$ cat config.mk
export PLATFORM = sky130hd
export DESIGN_NAME = hazard_unit_scb
export DESIGN_NICKNAME = d
export VERILOG_FILES = /design/src/rtl/hazard_unit_scb.sv
export SDC_FILE = /design/constraint.sdc
export NUM_CORES = 1
export LEC_CHECK = 0
export ABC_AREA = 1
export BUFFER_PORTS_ARGS = -buffer_cell sky130_fd_sc_hd__buf_2
export CELL_PAD_IN_SITES_DETAIL_PLACEMENT = 1
export CELL_PAD_IN_SITES_GLOBAL_PLACEMENT = 1
export CORE_MARGIN = 3
export CORE_UTILIZATION = 40
export CTS_CLUSTER_SIZE = 25
export DETAILED_ROUTE_END_ITERATION = 12
export HOLD_SLACK_MARGIN = 0.02
export PLACE_DENSITY = 0.89
export SYNTH_ARGS = -nofsm -noshare
export SYNTH_HDL_FRONTEND = slang
export SYNTH_SLANG_ARGS = --single-unit
$ cat constraint.sdc
create_clock -name i_Clk -period 2.25 [get_ports i_Clk]
set_input_delay 0.3375 -clock i_Clk [delete_from_list [all_inputs] [get_ports i_Clk]]
set_output_delay 0.3375 -clock i_Clk [all_outputs]
set_load 0.02 [all_outputs]
$ cat src/rtl/hazard_unit_scb.sv
// Hazard unit with long-operation scoreboard.
// Resolves M/W operand forwarding, load-use stalls and branch flushes for the
// five-stage core, and tracks destinations of variable-latency long operations
// (divider, multi-cycle memory) so that RAW/WAW consumers are held in D until
// the result reaches W. Saturating stall/flush counters expose pipeline health.
module hazard_unit_scb #(
    parameter int REG_AW      = 5,
    parameter int MAX_PENDING = 4,
    parameter int CNT_W       = 32
) (
    input  logic              i_Clk,
    input  logic              i_Reset_n,
    input  logic [REG_AW-1:0] i_Rs1D,
    input  logic [REG_AW-1:0] i_Rs2D,
    input  logic [REG_AW-1:0] i_RdD,
    input  logic              i_LongOpD,
    input  logic [REG_AW-1:0] i_Rs1E,
    input  logic [REG_AW-1:0] i_Rs2E,
    input  logic [REG_AW-1:0] i_RdE,
    input  logic              i_ResultSrcE_0,
    input  logic              i_LongIssueE,
    input  logic              i_PCSrcE,
    input  logic [REG_AW-1:0] i_RdM,
    input  logic [REG_AW-1:0] i_RdW,
    input  logic              i_RegWriteM,
    input  logic              i_RegWriteW,
    input  logic              i_LongDone,
    input  logic [REG_AW-1:0] i_LongDoneRd,
    input  logic              i_CntClr,
    output logic              o_StallF,
    output logic              o_StallD,
    output logic              o_FlushD,
    output logic              o_FlushE,
    output logic [1:0]        o_ForwardAE,
    output logic [1:0]        o_ForwardBE,
    output logic              o_ScbFull,
    output logic              o_ScbErr,
    output logic [CNT_W-1:0]  o_StallCount,
    output logic [CNT_W-1:0]  o_FlushCount
);

    localparam int NREG = 2**REG_AW;
    localparam int CW   = $clog2(MAX_PENDING + 1);
    localparam logic [CW-1:0] C_MAX = CW'(MAX_PENDING);

    logic [NREG-1:0]  r_pending;
    logic [CW-1:0]    r_count;
    logic             r_err;
    logic [CNT_W-1:0] r_stall_cnt;
    logic [CNT_W-1:0] r_flush_cnt;

    logic [NREG-1:0]  w_pending_nxt;
    logic [CW-1:0]    w_count_nxt;
    logic             w_err_set;
    logic             w_issue;
    logic             w_done_hit;
    logic             w_done_miss;
    logic             w_full;
    logic             w_raw;
    logic             w_waw;
    logic             w_issue_byp;
    logic             w_full_stall;
    logic             w_load_stall;
    logic             w_scb_stall;
    logic             w_stall;

    // Operand forwarding: the younger result in M wins over W; x0 never forwards.
    always_comb begin
        o_ForwardAE = 2'b00;
        o_ForwardBE = 2'b00;
        if (i_RegWriteM && (i_RdM != '0) && (i_RdM == i_Rs1E))
            o_ForwardAE = 2'b10;
        else if (i_RegWriteW && (i_RdW != '0) && (i_RdW == i_Rs1E))
            o_ForwardAE = 2'b01;
        if (i_RegWriteM && (i_RdM != '0) && (i_RdM == i_Rs2E))
            o_ForwardBE = 2'b10;
        else if (i_RegWriteW && (i_RdW != '0) && (i_RdW == i_Rs2E))
            o_ForwardBE = 2'b01;
    end

    // Stall sources: load-use, scoreboard hazards (including the issue cycle,
    // when the pending bit is not yet visible) and a full scoreboard.
    always_comb begin
        w_load_stall = i_ResultSrcE_0 && (i_RdE != '0) &&
                       ((i_RdE == i_Rs1D) || (i_RdE == i_Rs2D));
        w_raw        = r_pending[i_Rs1D] | r_pending[i_Rs2D];
        w_waw        = (i_RdD != '0) && r_pending[i_RdD];
        w_issue_byp  = i_LongIssueE && (i_RdE != '0) &&
                       ((i_RdE == i_Rs1D) || (i_RdE == i_Rs2D));
        w_full       = (r_count == C_MAX);
        w_full_stall = i_LongOpD && w_full;
        w_scb_stall  = w_raw | w_waw | w_issue_byp | w_full_stall;
        w_stall      = w_load_stall | w_scb_stall;
    end

    // Pipeline controls. A taken branch kills the D instruction, so holding it is pointless.
    always_comb begin
        o_StallF  = w_stall & ~i_PCSrcE;
        o_StallD  = w_stall & ~i_PCSrcE;
        o_FlushD  = i_PCSrcE;
        o_FlushE  = w_stall | i_PCSrcE;
        o_ScbFull = w_full;
        o_ScbErr  = r_err;
    end

    // Scoreboard next state: clear on completion, then set on issue.
    always_comb begin
        w_issue       = i_LongIssueE && (i_RdE != '0);
        w_done_hit    = i_LongDone && r_pending[i_LongDoneRd];
        w_done_miss   = i_LongDone && !r_pending[i_LongDoneRd];
        w_pending_nxt = r_pending;
        w_count_nxt   = r_count;
        if (w_done_hit)
            w_pending_nxt[i_LongDoneRd] = 1'b0;
        if (w_issue)
            w_pending_nxt[i_RdE] = 1'b1;
        unique case ({w_issue, w_done_hit})
            2'b10:   if (!w_full) w_count_nxt = r_count + CW'(1);
            2'b01:   w_count_nxt = r_count - CW'(1);
            default: w_count_nxt = r_count;
        endcase
        // Orphan completions and overflowing issues are protocol violations.
        w_err_set = w_done_miss | (w_issue & w_full & ~w_done_hit);
    end

    // Scoreboard state registers; the sticky error clears only on reset.
    always_ff @(posedge i_Clk or negedge i_Reset_n) begin
        if (!i_Reset_n) begin
            r_pending <= '0;
            r_count   <= '0;
            r_err     <= 1'b0;
        end else begin
            r_pending <= w_pending_nxt;
            r_count   <= w_count_nxt;
            r_err     <= r_err | w_err_set;
        end
    end

    // Saturating performance counters; clear wins over increment.
    always_ff @(posedge i_Clk or negedge i_Reset_n) begin
        if (!i_Reset_n) begin
            r_stall_cnt <= '0;
            r_flush_cnt <= '0;
        end else if (i_CntClr) begin
            r_stall_cnt <= '0;
            r_flush_cnt <= '0;
        end else begin
            if (o_StallD && (r_stall_cnt != '1))
                r_stall_cnt <= r_stall_cnt + CNT_W'(1);
            if (i_PCSrcE && (r_flush_cnt != '1))
                r_flush_cnt <= r_flush_cnt + CNT_W'(1);
        end
    end

    assign o_StallCount = r_stall_cnt;
    assign o_FlushCount = r_flush_cnt;

endmodule

# ---- Word-level counts from Yosys, hierarchy flattened
# Cells that the tools add are included.
dict set report totals {
  register_bits 100
  in_bits 55
  out_inout_bits 74
}
dict set report classes {
  addsub 4
  magnitude_cmp 7
  n_eq_ne 12
  n_mux 24
  bitwise 16
  n_reduce_logical 28
}
# op count
set ops {}
lappend ops {{2-to-1 mux 32 bit} 6}
lappend ops {{adder 32 x 1 -> 32 bit, second input constant} 2}
lappend ops {{!= test 32 bit, second input constant} 2}
lappend ops {{AND 32 bit} 1}
lappend ops {{inverter 32 bit} 1}
lappend ops {{OR 32 bit} 1}
lappend ops {{== test 5 bit} 6}
lappend ops {{< comparator 5 x 6 -> 1 bit, second input constant} 5}
lappend ops {{binary-select mux 1 bit (select 5 bit)} 4}
lappend ops {{nonzero test 5 bit} 4}
lappend ops {{logical AND 1 bit} 18}
lappend ops {{demux 1 bit (select 5 bit)} 2}
lappend ops {{>= comparator 5 x 1 -> 1 bit, second input constant} 2}
lappend ops {{2-to-1 mux 1 bit} 8}
lappend ops {{OR 1 bit} 8}
lappend ops {{case mux 3 bit (2 select lines)} 1}
lappend ops {{nonzero test 2 bit} 3}
lappend ops {{2-to-1 mux 2 bit} 2}
lappend ops {{adder 3 x 1 -> 3 bit, second input constant} 1}
lappend ops {{AND 1 bit} 3}
lappend ops {{== test 3 bit, second input constant} 1}
lappend ops {{2-to-1 mux 3 bit} 1}
lappend ops {{subtractor 3 x 1 -> 3 bit, second input constant} 1}
lappend ops {{== test 2 x 1 -> 1 bit, second input constant} 1}
lappend ops {{6 further kinds} 7}

# ---- Depth between registers and ports, before layout
# Gate-level depths: netlist of run 1.
dict set report depth {
  word_depth 11
  mapped_depth 18
}

# ---- Worst setup path after synthesis of run 1
# Ideal clock, no wire load.
dict set report synth_path {
  path_kind {reg2out}
  from {register r_count[0]}
  to {output port o_StallF}
  arrival_time_ns 2.008
  required_ns 1.913
  setup_slack_ns -0.096
  path_stages_with_launch 10
  n_path_buf 2
  path_cell_list {dfrtp_1 nor3_1 inv_1 nor2_1 a21oi_1 nand3_1 nor2_1 nor2_2 buf_2 buf_4}
}
dict set report synth_via {
  elab_chain_cells 5
}
# item line_no
set synth_rtl {}
lappend synth_rtl {{start: declaration} 47} ;# logic [CW-1:0] r_count;
lappend synth_rtl {{start signal: assignment} 134} ;# r_count <= w_count_nxt;
lappend synth_rtl {{== test 3 bit} 90} ;# w_full = (r_count == C_MAX);
lappend synth_rtl {{via o_ScbFull} 36} ;# output logic o_ScbFull,
lappend synth_rtl {{logical AND 1 bit} 91} ;# w_full_stall = i_LongOpD && w_full;
lappend synth_rtl {{OR 1 bit} 92} ;# w_scb_stall = w_raw | w_waw | w_issue_byp | w_full_stall;
lappend synth_rtl {{OR 1 bit} 93} ;# w_stall = w_load_stall | w_scb_stall;
lappend synth_rtl {{AND 1 bit} -}
lappend synth_rtl {{end: declaration} 30} ;# output logic o_StallF,
# The timed path passes the listed nets, and every way through them passes these cells.

# ---- Worst setup path in the final report of run 1
dict set report layout_path {
  from {register r_pending[20]}
  to {output port o_StallD}
}
dict set report layout_via {
  elab_chain_cells 8
  word_cells_on_any_way 13
  classes_between {mux: 6; bitwise: 6; reduce/logical: 1}
}
# item line_no
set layout_rtl {}
lappend layout_rtl {{start: declaration} 46} ;# logic [NREG-1:0] r_pending;
lappend layout_rtl {{start signal: assignment} 133} ;# r_pending <= w_pending_nxt;
lappend layout_rtl {{binary-select mux 1 bit (select 5 bit), on equally long branches} {86, 87}}
lappend layout_rtl {{2-to-1 mux 1 bit, on equally long branches} {86, 87}}
lappend layout_rtl {{OR 1 bit / logical AND 1 bit (equally long branches)} {86, 87}}
lappend layout_rtl {{OR 1 bit (*) (3 in a row)} 92}
lappend layout_rtl {{OR 1 bit (*)} 93}
lappend layout_rtl {{AND 1 bit (*)} 99} ;# o_StallD = w_stall & ~i_PCSrcE;
lappend layout_rtl {{end: declaration} 31} ;# output logic o_StallD,
# Mark *: on every way between the ends. The rest lies on a longest branch, timed or not. The select of a mux whose other input is x is not followed.

==> results_dict.tcl, run 1 <==
set metrics [dict create \
    grt_pass1_vias 9424 \
    post_drt_wl_per_cell_um 19.8 \
    syn_nets 1239 \
    ys_seq_elements 100 \
    drv_slew 0 \
    cts_root_buf "clkbuf_16" \
    worst_slack_ps -57.8 \
    core_area_um2 18300 \
    dp_hpwl_um 22500 \
    rsz0062_at_grt "yes" \
    fin_skew_ps 16.7 \
    start_util_pct 41.7 \
    final_common_cell "nand2_1" \
    antenna_cells 0 \
    leakagePower_nw 4.70 \
    via_count 9195 \
    cts_tree "yes" \
    antenna_found_initial 0 \
    cts_buffers 9 \
    holdWs_ps 6.97 \
    netlist.area_leader.share_pct 32.7 \
    drtPass1Iterations 6 \
    status "finished with violations" \
    synth_cell_types 42 \
    final_nets 1419 \
    drc 0 \
    syn_area_um2 7640 \
    cts.sinks 100 \
    worstHoldPathType "input port to async pin" \
    failed_checks "setup timing" \
    postLayoutCellArea_um2 9540 \
    power_density_nw_per_um2 601 \
    grt_first_pass_wirelength_um 49300 \
    synth.area.top_cells "dfrtp_1 33%, nand2_1 15%, nand3_1 9.9%" \
    grtUsageTotal_pct 29.4 \
    async_reset_ff_share_pct 100 \
    r2r_end "o_StallCount[26]$_DFFE_PN0P_" \
    final_cell_mix "300 x nand2_1, 146 x nand3_1, 124 x buf_2" \
    max_slew.worst_pin.slew_ps 679 \
    period_needed_ps 2310 \
    clock.fmax_mhz 433 \
    synthFlopType "dfrtp_1" \
    synth-edff-count 0 \
    die_x_um 144 \
    fillCellCount 2454 \
    place_inst 1560 \
    slew_headroom_pct 54.8 \
    clockBufferDepth 2 \
    period_share_pct 103 \
    clkTransAtPathRegs_ps 80 \
    globalRoute.totalOverflow 0 \
    setup_viol 4 \
    crit_path_max_fanout 3 \
    die-height_um 144 \
    startpoint_type "flip-flop" \
    ff2ff_path_depth 11 \
    end_kind "primary output" \
    rows 49 \
    r2r_setup_slack_ps -20 \
    cts_hold_buf 0 \
    synthToLayoutAreaGrowth_pct 24.8 \
    portBuffers 128 \
    ant_nets 0 \
    ir_drop_mv 0.420 \
    clk_latency_ps 370 \
    postSynthCellCount 1181 \
    io_pins 129 \
    worstSetupPathType "flip-flop to primary output" \
    placement.cell_area_um2 8840 \
    drive_gt1_share_pct 22.7 \
    synth_warnings 0 \
    htree_levels 3 \
    cp.arrival_ps 1970 \
    total_power_mw 5.73 \
    final-hold-violation-count 0 \
    place_congestion 0.948 \
    synth_top_area_cell "dfrtp_1" \
    synth.avg_cell_area_um2 6.47 \
    grt_max_degree 46 \
    vias_per_cell 5.76 \
    dieArea_um2 20800 \
    instances_no_fill 1595 \
    r2r-start "o_StallCount[15]$_DFFE_PN0P_" \
    wl_um 31600 \
    max_cap_viol_count 0 \
    drt-initial-drc-count 728 \
    dp_slack_ps -138 \
    cp_data_required_time_ps 1910 \
    yosysSeqAreaShare_pct 32.7 \
]
worst max-delay path by stage:
stage          slack (ps)  cells past startpoint                    start                      to
6_report              -60                     13  r_pending[20]$_DFF_PN0_                o_StallD
5_1_grt              -140                     13  r_pending[21]$_DFF_PN0_                o_FlushE
4_1_cts                 2                     11  r_pending[24]$_DFF_PN0_                o_FlushE
3_5_place_dp         -140                     18          i_LongDoneRd[0]  r_count[2]$_DFFE_PN0P_
3_3_place_gp          -10                     19          i_LongDoneRd[1]  r_count[2]$_DFFE_PN0P_
2_1_floorplan         110                     16                 i_RdD[0]                o_StallF
timing repair:
| action | CTS | global route |
|---|---|---|
| hold endpoints to repair | 0 | 0 |
| endpoints found under the setup margin | 17 | 67 |
| resized for setup | 37 | 48 |
| buffers inserted | 8 | 11 |
| pin swaps | 4 | 8 |
| gates cloned | 0 | 1 |
cell type report:
type	count	area, um2	area share [%]
Clock buffer	9	225	2.36
Sequential cell	100	2500	26.3
Timing Repair Buffer	209	1330	14.0
Multi-Input combinational cell	878	4470	46.8
Inverter	163	618	6.48
Tap cell	229	287	3.00
Clock inverter	7	105	1.10
stage by stage:
stage               TNS, ps  util, %
global route          -1150     52.0
floorplan                 0        -
global placement      -12.5     48.2
finish                 -189     52.0
CTS                       0     50.7
detailed placement     -391     48.2
cell usage after synthesis (2+ instances only):
cell	n
nand2_2	3
o21ai_1	3
nand4_1	44
dfrtp_1	100
a21oi_1	30
clkbuf_1	4
o21ai_0	86
o211ai_1	4
nor4_1	11
xor2_1	36
buf_6	3
o21a_1	2
nand2_1	309
nor3b_1	2
inv_1	154
clkinv_1	3
ha_1	2
buf_1	6
nand3_1	151
nor3_1	53
inv_2	6
buf_4	6
nand3_2	2
nor2_2	4
buf_2	21
a31oi_1	3
or2_2	3
nor2_1	93
xnor2_1	17
nor2_4	2
o31ai_1	7
per-layer routing:
metal | global-route usage (%) | vias to the layer above | share of wire (%)
met2 | 49.4 | 363 | 48
li1 | - | 4223 | -
met5 | 0 | - | 0
met1 | 39.8 | 4548 | 44
met4 | 9.62 | 0 | 2.3
met3 | 3.24 | 61 | 6.2
registers in the layout, indices dropped and copies added (netlist names):
name and cells:
o_ScbErr 1, o_FlushCount 32, r_pending 32, o_StallCount 32, r_count 3
power breakdown:
part / leakage [nW] / switching (mW) / internal [mW] / total (mW)
sequential: 1.31 / 0.189 / 1.99 / 2.18
clock: 0.164 / 0.826 / 1.00 / 1.83
combinational: 3.23 / 1.13 / 0.599 / 1.73
total: 4.70 / 2.15 / 3.59 / 5.73
critical path, cell delays in order (launching register included):
cell and delay [ps]:
dfrtp_1 460, inv_2 120, nand2_1 60, nand3_1 70, nand2_1 70, nand2_1 50
nand2_1 50, inv_1 60, nand2_1 60, nand2_1 80, nand3_2 110, nor2_4 210
nor2_4 80, buf_6 140
logic make-up after synthesis:
logic type      share of synthesized area, %
fa+ha+maj                              0.589
flops                                   32.7
xor+xnor                                6.07
compound gates                          9.63
buf+inv                                 10.9
simple gates                            40.1
Power figures use the tool's default switching activity.
==> run 2, diff against run 1 <==
--- a/config.mk
+++ b/config.mk
@@ -7,14 +7,15 @@
 export LEC_CHECK = 0
 export ABC_AREA = 1
 export BUFFER_PORTS_ARGS = -buffer_cell sky130_fd_sc_hd__buf_2
-export CELL_PAD_IN_SITES_DETAIL_PLACEMENT = 1
-export CELL_PAD_IN_SITES_GLOBAL_PLACEMENT = 1
+export CELL_PAD_IN_SITES_DETAIL_PLACEMENT = 2
+export CELL_PAD_IN_SITES_GLOBAL_PLACEMENT = 2
 export CORE_MARGIN = 3
-export CORE_UTILIZATION = 40
+export CORE_UTILIZATION = 31
 export CTS_CLUSTER_SIZE = 25
 export DETAILED_ROUTE_END_ITERATION = 12
 export HOLD_SLACK_MARGIN = 0.02
 export PLACE_DENSITY = 0.89
+export SETUP_SLACK_MARGIN = 0.15
 export SYNTH_ARGS = -nofsm -noshare
 export SYNTH_HDL_FRONTEND = slang
 export SYNTH_SLANG_ARGS = --single-unit
==> results_dict.tcl, run 2 (synthesis gave the netlist of run 1 again) <==
set metrics [dict create \
    final_common_cell "nand2_1" \
    wl_um 66800 \
    leakagePower_nw 5.40 \
    max_cap_viol_count 0 \
    postLayoutCellArea_um2 11500 \
    fin_util_pct 48.4 \
    grt_pass1_vias 11601 \
    vias_per_cell 6.61 \
    cts_root_buf "clkbuf_16" \
    globalRoute.totalOverflow 0 \
    ant_nets 0 \
    holdWs_ps 7.86 \
    die_x_um 163 \
    worst_slack_ps -1650 \
    dp_hpwl_um 27800 \
    drive_gt1_share_pct 41.5 \
    final_cell_mix "248 x nand2_1, 124 x buf_2, 123 x buf_4" \
    cp.arrival_ps 4120 \
    worstHoldPathType "input port to async pin" \
    place_inst 1663 \
    dieArea_um2 26600 \
    setup_viol 93 \
    fin_skew_ps 25.9 \
    clock_power_share_pct 26.3 \
    drt-initial-drc-count 1550 \
    placement.cell_area_um2 9100 \
    seqPwrFrac_pct 33.5 \
    io_pins 129 \
    cts.sinks 100 \
    cp_num_buf_inv 5 \
    power_density_nw_per_um2 590 \
    crit_chain "inv_1, nor4_4, nand2_1, nor2_2, nand2_2, nand2_4, buf_4, buf_6, buf_8, nor2_4, inv_2, nor3_1, nor2_1" \
    clockBufferDepth 2 \
    startpoint_type "flip-flop" \
    cp_top_family "simple AND/OR/NAND/NOR gates" \
    drv_slew 0 \
    cts_hold_buf 0 \
    final_nets 1498 \
    end_kind "flip-flop" \
    failed_checks "setup timing" \
    start_util_pct 32.1 \
    regArea_um2 2540 \
    core_area_um2 23800 \
    grt_max_degree 47 \
    period_needed_ps 3900 \
    clk_latency_ps 410 \
    status "finished with violations" \
    period_share_pct 174 \
    synthToLayoutAreaGrowth_pct 50.8 \
    final-hold-violation-count 0 \
    instances_no_fill 1768 \
    portBuffers 128 \
    cts_tree "yes" \
    clock.fmax_mhz 256 \
    htree_levels 3 \
    max_stage_delay_ps 780 \
    multiInputGateArea_um2 5460 \
    rsz0062_at_grt "yes" \
    internal-power_mw 3.66 \
    slew_headroom_pct 38.2 \
    via_count 11687 \
    rows 56 \
    post_drt_wl_per_cell_um 37.8 \
    crit_path_max_fanout 5 \
    die-height_um 163 \
    swShare_pct 46.1 \
    max_slew.worst_pin.slew_ps 921 \
    cp_data_required_time_ps 2460 \
    ir_drop_mv 0.437 \
    comb_power_share_pct 40.1 \
    cts_buffers 9 \
    worstSetupPathType "flip-flop to flip-flop" \
    place_congestion 0.905 \
    drtPass1Iterations 6 \
    p_switching_mw 3.13 \
    antenna_found_initial 12 \
    fillCellCount 2717 \
    grt_first_pass_wirelength_um 75400 \
    slowest_stage "nor4_4" \
    clkTransAtPathRegs_ps 110 \
    grtUsageTotal_pct 37.6 \
    drc 0 \
]
run 2: cell types whose count changed in the layout (fill, tap and decap cells not counted), sizes merged:
cell,delta
diode,+4
bufinv,-2
clkinv,+5
inv,-5
clkbuf,+2
buf,+79
run 2: timing repair:
item                       4_1_cts  5_1_grt
gates cloned                     5        0
buffers inserted                21       59
pin swaps                       57       78
setup endpoints to repair       84      103
resized for setup              153      286
run 2: final cells by class:
type | count | share of cell area (%)
timing repair buffer | 288 | 18.9
inverter | 163 | 5.66
multi-input combinational | 878 | 47.4
clock buffer | 11 | 2.11
sequential | 100 | 22.0
antenna | 4 | 0.0869
tap | 319 | 3.46
clock inverter | 5 | 0.304
run 2: power groups by stage:
stage               clock, mW  sequential [mW]  combinational (mW)
finish                   1.79             2.28                2.72
global route             1.82             2.27                2.79
CTS                      1.63             2.17                1.93
detailed placement          0             2.18                1.58
global placement            0             2.16                1.46
floorplan                   0             2.13               0.898
run 2: worst paths after layout:
check,to,depth (start not counted),startpoint,slack [ps]
max in group asynchronous,r_pending[0]$_DFF_PN0_,2,i_Reset_n,1510
min in group i_Clk,o_ScbErr$_DFF_PN0_,3,i_LongDone,260
hold reg to reg,o_ScbErr$_DFF_PN0_,1,o_ScbErr$_DFF_PN0_,480
hold / removal,o_FlushCount[1]$_DFFE_PN0P_,1,i_Reset_n,8
setup reg to reg,o_FlushCount[25]$_DFFE_PN0P_,13,o_FlushCount[19]$_DFFE_PN0P_,-1650
setup / recovery,o_FlushCount[25]$_DFFE_PN0P_,13,o_FlushCount[19]$_DFFE_PN0P_,-1650
run 2: routing by layer:
layer,wire length [um],GRT usage (%)
met5,279,0
met4,7440,22.6
met3,7850,7.76
met2,28900,64.2
met1,22300,43.2
run 2: per-stage QoR:
step	TNS, ps	power, mW	setup slack, ps
6_report	-58370	6.79	-1650
5_1_grt	-56990	6.88	-1500
4_1_cts	-429	5.72	-151
3_5_place_dp	-11640	3.77	-280
3_3_place_gp	-6200	3.63	-223
2_1_floorplan	0	3.02	175
==> run 3, diff against run 2 <==
--- a/config.mk
+++ b/config.mk
@@ -10,11 +10,12 @@
 export CELL_PAD_IN_SITES_DETAIL_PLACEMENT = 2
 export CELL_PAD_IN_SITES_GLOBAL_PLACEMENT = 2
 export CORE_MARGIN = 3
-export CORE_UTILIZATION = 31
+export CORE_UTILIZATION = 32
+export CTS_BUF_LIST = sky130_fd_sc_hd__clkbuf_4
 export CTS_CLUSTER_SIZE = 25
 export DETAILED_ROUTE_END_ITERATION = 12
 export HOLD_SLACK_MARGIN = 0.02
-export PLACE_DENSITY = 0.89
+export PLACE_DENSITY = 0.92
 export SETUP_SLACK_MARGIN = 0.15
 export SYNTH_ARGS = -nofsm -noshare
 export SYNTH_HDL_FRONTEND = slang
==> results_dict.tcl, run 3 (synthesis gave the netlist of run 1 again) <==
set metrics [dict create \
    status "finished with violations" \
    failed_checks "setup timing" \
    place_congestion 0.945 \
    grt_first_pass_wirelength_um 79400 \
    cts_buffers 9 \
    worstSetupPathType "flip-flop to flip-flop" \
    final-hold-violation-count 0 \
    power_density_nw_per_um2 574 \
    worst_slack_ps -801 \
    fin_tns_setup_ps -45360 \
    drc 0 \
    cts_tree "yes" \
    post_drt_wl_per_cell_um 37.1 \
    place_inst 1655 \
    clockBufferDepth 2 \
    p_switching_mw 3.07 \
    dieArea_um2 25800 \
    max_slew.worst_pin.slew_ps 724 \
    die-height_um 161 \
    vias_per_cell 6.75 \
    core_area_um2 23100 \
    instances_no_fill 1758 \
    ir_drop_mv 0.437 \
    cts.sinks 100 \
    clk_latency_ps 600 \
    total_power_mw 6.27 \
    period_share_pct 136 \
    leakagePower_nw 5.23 \
    die_x_um 161 \
    comb_power_share_pct 42.7 \
    fin_util_pct 47.4 \
    io_pins 129 \
    cp_data_required_time_ps 2650 \
    htree_levels 3 \
    drt-initial-drc-count 1560 \
    final_common_cell "nand2_1" \
    grt_pass1_vias 12057 \
    max_stage_delay_ps 480 \
    clock.fmax_mhz 328 \
    crit_path_frequent_cell "nand2_1" \
    internal-power_mw 3.20 \
    drv_slew 0 \
    period_needed_ps 3050 \
    start_util_pct 33.1 \
    ant_nets 0 \
    max_cap_viol_count 0 \
    final_nets 1494 \
    postLayoutCellArea_um2 10900 \
    rows 55 \
    wl_um 65200 \
    rsz0062_at_grt "yes" \
    via_count 11861 \
    crit_chain "inv_2, buf_4, nor2_4, a21oi_1, nand2_1, nand2_1, nand2_1, nor2_1, nand2_1, nand2_2, buf_4, clkinvlp_4, buf_4, nand2_4, o21ai_0, o21ai_0" \
    final_cell_mix "257 x nand2_1, 135 x buf_4, 124 x buf_2" \
    setup_viol 103 \
    antenna_found_initial 10 \
    slowest_stage "dfrtp_1" \
    drtPass1Iterations 8 \
    startpoint_type "flip-flop" \
    worstHoldPathType "input port to flip-flop" \
    clkTransAtPathRegs_ps 220 \
    drive_gt1_share_pct 36.6 \
    grtUsageTotal_pct 40.2 \
    globalRoute.totalOverflow 0 \
    crit_path_max_fanout 8 \
    portBuffers 128 \
    placement.cell_area_um2 9030 \
    synthToLayoutAreaGrowth_pct 43.0 \
    swShare_pct 49.0 \
    dp_slack_ps -403 \
    holdWs_ps 60.1 \
    dp_hpwl_um 29600 \
    grt_max_degree 61 \
    seqPwrFrac_pct 36.2 \
    cp.arrival_ps 3450 \
    cts_root_buf "clkbuf_4" \
    end_kind "flip-flop" \
    fin_skew_ps 69.3 \
    slew_headroom_pct 51.3 \
    clock_power_share_pct 21.1 \
]
run 3: layer usage:
metal | up-vias | routed length, um | track usage, %
met3 | 535 | 7480 | 8.12
met5 | - | 79 | 0
met1 | 5816 | 21700 | 45.7
met4 | 12 | 7590 | 28.4
met2 | 1118 | 28400 | 67.4
li1 | 4380 | - | -
run 3: critical path: cells and delay by family (launching register included):
| kind | cells | cell delay [ps] |
|---|---|---|
| flip-flops | 1 | 480 |
| buffers and inverters | 5 | 770 |
| AO/OA/AOI/OAI | 3 | 680 |
| AND/OR/NAND/NOR | 8 | 970 |
run 3: final timing paths:
| check | start | to | slack, ps | cells after the start |
|---|---|---|---|---|
| min in group asynchronous | i_Reset_n | o_FlushCount[7]$_DFFE_PN0P_ | 170 | 2 |
| max reg2reg | r_pending[1]$_DFF_PN0_ | r_pending[9]$_DFF_PN0_ | -800 | 16 |
| min | i_LongDone | o_ScbErr$_DFF_PN0_ | 60 | 3 |
| min reg2reg | o_ScbErr$_DFF_PN0_ | o_ScbErr$_DFF_PN0_ | 510 | 1 |
| max in group asynchronous | i_Reset_n | r_pending[6]$_DFF_PN0_ | 1240 | 3 |
| max | r_pending[1]$_DFF_PN0_ | r_pending[9]$_DFF_PN0_ | -800 | 16 |
run 3: power groups by stage:
stage	sequential [mW]	combinational, mW	clock [mW]
floorplan	2.13	0.898	0
detailed placement	2.20	1.60	0
global placement	2.17	1.44	0
CTS	2.17	1.95	1.15
finish	2.27	2.68	1.32
global route	2.26	2.71	1.34
run 3: area by class of cell:
cell class | count | area [um2]
fillers | 2667 | 12100
clock buffers | 9 | 67.6
clock inverters | 7 | 86.3
well taps | 313 | 392
repair buffers | 284 | 2050
flip-flops and latches | 100 | 2520
inverters | 163 | 633
multi-input cells | 878 | 5160
diodes | 4 | 10.0
run 3: what timing repair did:
item / in CTS / in global routing
buffers inserted: 40 / 38
hold buffers: 1 / 0
gates cloned: 4 / 0
endpoints found under the hold margin: 23 / 0
pin swaps: 21 / 38
gates resized for setup: 113 / 190
endpoints found under the setup margin: 89 / 103
